`src/rtl/rr_mux_n.sv`:
```
// rr_mux_n: CH-channel, N-bit arbitrating mux (round-robin or fixed
// priority) with valid/ready handshakes and a registered output stage.
// Optional burst lock: define RR_MUX_N_LOCK_EN to add the in_last port.
module rr_mux_n #(
    parameter  int N    = 32,
    parameter  int CH   = 4,
    parameter  int MODE = 0,
    localparam int SW   = $clog2(CH)
) (
    input  logic            clk,
    input  logic            rst,
    input  logic [CH-1:0]   in_valid,
    input  logic [CH*N-1:0] in_data,
`ifdef RR_MUX_N_LOCK_EN
    input  logic [CH-1:0]   in_last,
`endif
    output logic [CH-1:0]   in_ready,
    output logic            out_valid,
    input  logic            out_ready,
    output logic [N-1:0]    out_data,
    output logic [SW-1:0]   out_sel
);

    logic            r_valid;
    logic [N-1:0]    r_data;
    logic [SW-1:0]   r_sel;
    logic [SW-1:0]   r_ptr;

    logic            w_load;
    logic            w_hit;
    logic [SW-1:0]   w_idx;
    logic [SW:0]     w_j;
    logic [CH-1:0]   w_gnt;
    logic            w_xfer;
    logic            w_locked;
    logic            w_release;
    logic [N-1:0]    w_ch [CH];

`ifdef RR_MUX_N_LOCK_EN
    logic            r_lock;
    logic [SW-1:0]   r_lock_ch;

    assign w_locked  = r_lock;
    assign w_release = in_last[w_idx];
`else
    assign w_locked  = 1'b0;
    assign w_release = 1'b1;
`endif

    for (genvar g = 0; g < CH; g++) begin : g_ch
        assign w_ch[g] = in_data[g*N +: N];
    end

    assign w_load = !r_valid || out_ready;

    // Pick the winner: locked channel, else first valid scanning from ptr
    // (ptr stays 0 in fixed-priority mode, giving lowest-index-wins).
    always_comb begin
        w_hit = 1'b0;
        w_idx = '0;
        w_j   = '0;
        w_gnt = '0;
        if (w_locked) begin
`ifdef RR_MUX_N_LOCK_EN
            w_idx = r_lock_ch;
            w_hit = in_valid[r_lock_ch];
`endif
        end else begin
            for (int k = 0; k < CH; k++) begin
                w_j = {1'b0, r_ptr} + (SW+1)'(k);
                if (w_j >= (SW+1)'(CH)) begin
                    w_j = w_j - (SW+1)'(CH);
                end
                if (!w_hit && in_valid[w_j[SW-1:0]]) begin
                    w_hit = 1'b1;
                    w_idx = w_j[SW-1:0];
                end
            end
        end
        if (w_hit) begin
            w_gnt[w_idx] = 1'b1;
        end
    end

    assign w_xfer   = w_load && w_hit && !rst;
    assign in_ready = w_xfer ? w_gnt : '0;

    // Output register, pointer and lock state.
    always_ff @(posedge clk) begin
        if (rst) begin
            r_valid <= 1'b0;
            r_data  <= '0;
            r_sel   <= '0;
            r_ptr   <= '0;
`ifdef RR_MUX_N_LOCK_EN
            r_lock    <= 1'b0;
            r_lock_ch <= '0;
`endif
        end else if (w_xfer) begin
            r_valid <= 1'b1;
            r_data  <= w_ch[w_idx];
            r_sel   <= w_idx;
            if (MODE == 0 && w_release) begin
                r_ptr <= (w_idx == SW'(CH-1)) ? '0 : w_idx + 1'b1;
            end
`ifdef RR_MUX_N_LOCK_EN
            r_lock    <= !w_release;
            r_lock_ch <= w_idx;
`endif
        end else if (out_ready) begin
            r_valid <= 1'b0;
        end
    end

    assign out_valid = r_valid;
    assign out_data  = r_data;
    assign out_sel   = r_sel;

endmodule
```
`config.mk`:
```
export PLATFORM = sky130hd
export DESIGN_NAME = rr_mux_n
export DESIGN_NICKNAME = d
export VERILOG_FILES = /design/src/rtl/rr_mux_n.sv
export SDC_FILE = /design/constraint.sdc
export NUM_CORES = 1
export LEC_CHECK = 0
export CAP_MARGIN = 15
export CORE_MARGIN = 4
export CORE_UTILIZATION = 34
export DETAILED_ROUTE_END_ITERATION = 7
export PLACE_DENSITY = 0.81
export SYNTH_ARGS = -nofsm -noshare
export SYNTH_HDL_FRONTEND = slang
export SYNTH_SLANG_ARGS = --single-unit
export TNS_END_PERCENT = 30
```
`constraint.sdc`:
```
create_clock -name clk -period 2.05 [get_ports clk]
set_clock_uncertainty 0.05 [all_clocks]
set_input_delay 0.205 -clock clk [delete_from_list [all_inputs] [get_ports clk]]
set_output_delay 0.205 -clock clk [all_outputs]
set_load 0.02 [all_outputs]
```
==> results.toml <==
[clocking]
h-tree-depth = 2
cts_root_buf = "clkbuf_8"
path_clk_slew_ps = 70
cts_made_buffers = 5
postCtsHoldBufs = 0
clock_latency_ps = 280
cts_tree = "built"
postCtsSetupBuffers = 0
clockBufferDepth = 2
cts.sink_count = 37

[layout]
nets = 547
diodes = 0
syn_to_final_growth_pct = 88.3
drive_gt1_frac = 0.114
fin_area_mm2 = 0.00427

[setup_path]
r2r_slack_ps = 50
crit_type = "input pin to output pin"
r2r-start = "r_ptr[1]"
crit_path_start_kind = "input pin"
crit_family = "buffers and inverters"
crit_fanout = 4
cp_data_required_time_ps = 1790
critical_path_buf_inv_count = 3
crit_slowest_cell = "clkdlybuf4s50_1"
r2r-end = "out_data[23]"
slowest_delay_ps = 550
timing.critical_path.to_type = "output pin"
arrival_ps = 1740
rr_worst_depth = 7
cp_cell_sequence = "clkdlybuf4s50_1 -> nor4_1 -> buf_4 -> nor3_4 -> o21ai_2 -> nor3_1 -> buf_2"

[drt]
met1_length_mm = 2.95
wl_met3_um = 800
top_layer = "met4"
drt-initial-drc-count = 42
wl_mm = 8.05
viasPerCell = 5.13
drtPass1Iterations = 4
antenna_left = 0
wl_met2_mm = 4.16
drc = 0
num_vias = 2503
wl_per_cell_um = 16.5

[synth]
synth-seq-cells = 37
ys.flop_type = "dfxtp_1"
synth_edf_count = 0
ys_top_cells_by_area = "dfxtp_1, mux2i_1, a2bb2oi_1, o21ai_1, nor2b_1"
ys_seq_area_frac = 0.327
syn-instance-count = 231
synth_area_leader_cell = "dfxtp_1"
syn_nets = 367
yosys_warnings = 0
synth_top_area_frac = 0.327
syn_area_mm2 = 0.00226
synth_area_per_cell_um2 = 9.80
synthMostInstantiatedCell = "mux2i_1"
yosysUniqueCellTypes = 33
yosys-top-cells-count = "mux2i_1, dfxtp_1, o21ai_1"
ys_async_sr_fraction = 0

[global_route]
grtUsageTotal = 0.191
antenna_found_initial = 0
grt_pass1_vias = 2544
grt-ovfl-total = 0
grt_start_max_net_pins = 34
grt_pass1_wl_mm = 11.9

[floorplanning]
dieArea_mm2 = 0.00803
pin_count = 174
fp.dieW_um = 89.6
num_rows = 29
coreArea_mm2 = 0.00642
start_util = 0.353
die_h_um = 89.6

[placement]
port_buffers = 173
postPlaceCellArea_mm2 = 0.00414
post-dp-hpwl_mm = 6.57
gp_congestion = 0.878

[timing]
setup_viol = 0
hold_viol_final = 0
period_share = 0.975
hold_slack_ps = 413
fmax_mhz = 500
maxSlewViolCount = 0
relSlewSlack = 0.769
finalSetupTns_ps = 0
tightestPinTransition_ps = 347
fin_crit_ps = 2000
rsz0062_at_grt = "yes"

[hold_path]
hp-class = "flop to flop"
min_path_cells = 2
hp-start = "out_sel[1]"
whs_endpoint = "out_sel[1]"

[power_and_ir_drop]
max-vdd-ir-drop_mv = 0.417
p_leak_nw = 1.81
pwr_density_cell_mw_per_mm2 = 724
p_total_mw = 3.09

[run]
drv_cap = 0

[outcome]
outcome = "finished, final reports clean"
==> what timing repair did <==
item / CTS / global route
pin swaps: 1 / 1
gates resized for setup: 22 / 10
setup endpoints to repair: 32 / 30
==> logic make-up after synthesis <==
kind of cell	share of synthesized area
adders and majority gates	0.00552
AOI/OAI and AO/OA	0.209
muxes	0.296
buffers and inverters	0.0702
and+or+nand+nor	0.0917
DFF	0.327
==> layout by cell type (no fill, tap or decap), types with 2 or more instances in the layout <==
cell and instances:
dlygate4sd2_1 2, nand2_1 7, a21oi_1 2, a31oi_1 10, mux4_2 3, nor2b_1 13, clkbuf_8 6, nor3b_1 3
buf_8 2, buf_2 3, o22ai_1 10, o21ai_1 19, a2bb2oi_2 2, a21o_1 3, buf_4 16, inv_1 2
mux2_2 3, a2bb2oi_1 17, nand2b_1 2, mux2_1 7, clkdlybuf4s50_1 166, mux2i_1 48, nor2_1 5, o21ai_0 4
dfxtp_1 36
==> how the worst max path moves through the flow <==
stage	slack, ps	start	cells past startpoint	to
finish	50	in_valid[3]	7	in_ready[1]
floorplan	110	r_ptr[1]	8	in_ready[3]
global placement	-420	in_valid[0]	7	in_ready[3]
CTS	20	in_valid[3]	7	in_ready[0]
global route	-80	in_valid[3]	7	in_ready[1]
detailed placement	-480	in_valid[0]	7	in_ready[3]
==> layer usage <==
metal  vias to the layer above  GRT usage
met5                         -          0
met4                         0     0.0690
met3                        11     0.0566
met2                       107      0.358
met1                      1158      0.200
li1                       1227          -
==> state kept, by name (all words and copies together) (netlist names) <==
register / cells
out_sel: 2
out_data: 32
out_valid: 1
r_ptr: 2
==> stage by stage <==
| step | utilization | setup WS [ps] | cells |
|---|---|---|---|
| 3_5_place_dp | 0.645 | -475 | 481 |
| 2_1_floorplan | - | 105 | 231 |
| 3_3_place_gp | 0.645 | -422 | 481 |
| 4_1_cts | 0.660 | 15.5 | 488 |
| 6_report | 0.664 | 50.5 | 488 |
| 5_1_grt | 0.664 | -78.9 | 488 |
==> power by group <==
part | internal [mW] | switching, mW
Sequential | 0.871 | 0.0797
Combinational | 0.917 | 0.707
Clock | 0.267 | 0.246
==> worst register-to-register path: stages (launching register included) <==
cell and delay [ps]:
dfxtp_2 350, or3b_4 420, o221ai_4 80, buf_8 190, buf_12 200, mux2_1 350
o22ai_1 170, a31oi_1 60
==> cell type report <==
| type | count | area [µm²] |
|---|---|---|
| well taps | 77 | 96.3 |
| clock buffers | 7 | 86.3 |
| repair buffers | 193 | 1910 |
| inverters | 2 | 7.51 |
| fillers | 545 | 2160 |
| flip-flops and latches | 37 | 742 |
| multi-input cells | 172 | 1420 |
Note: power is estimated with default switching activity, not from simulation.
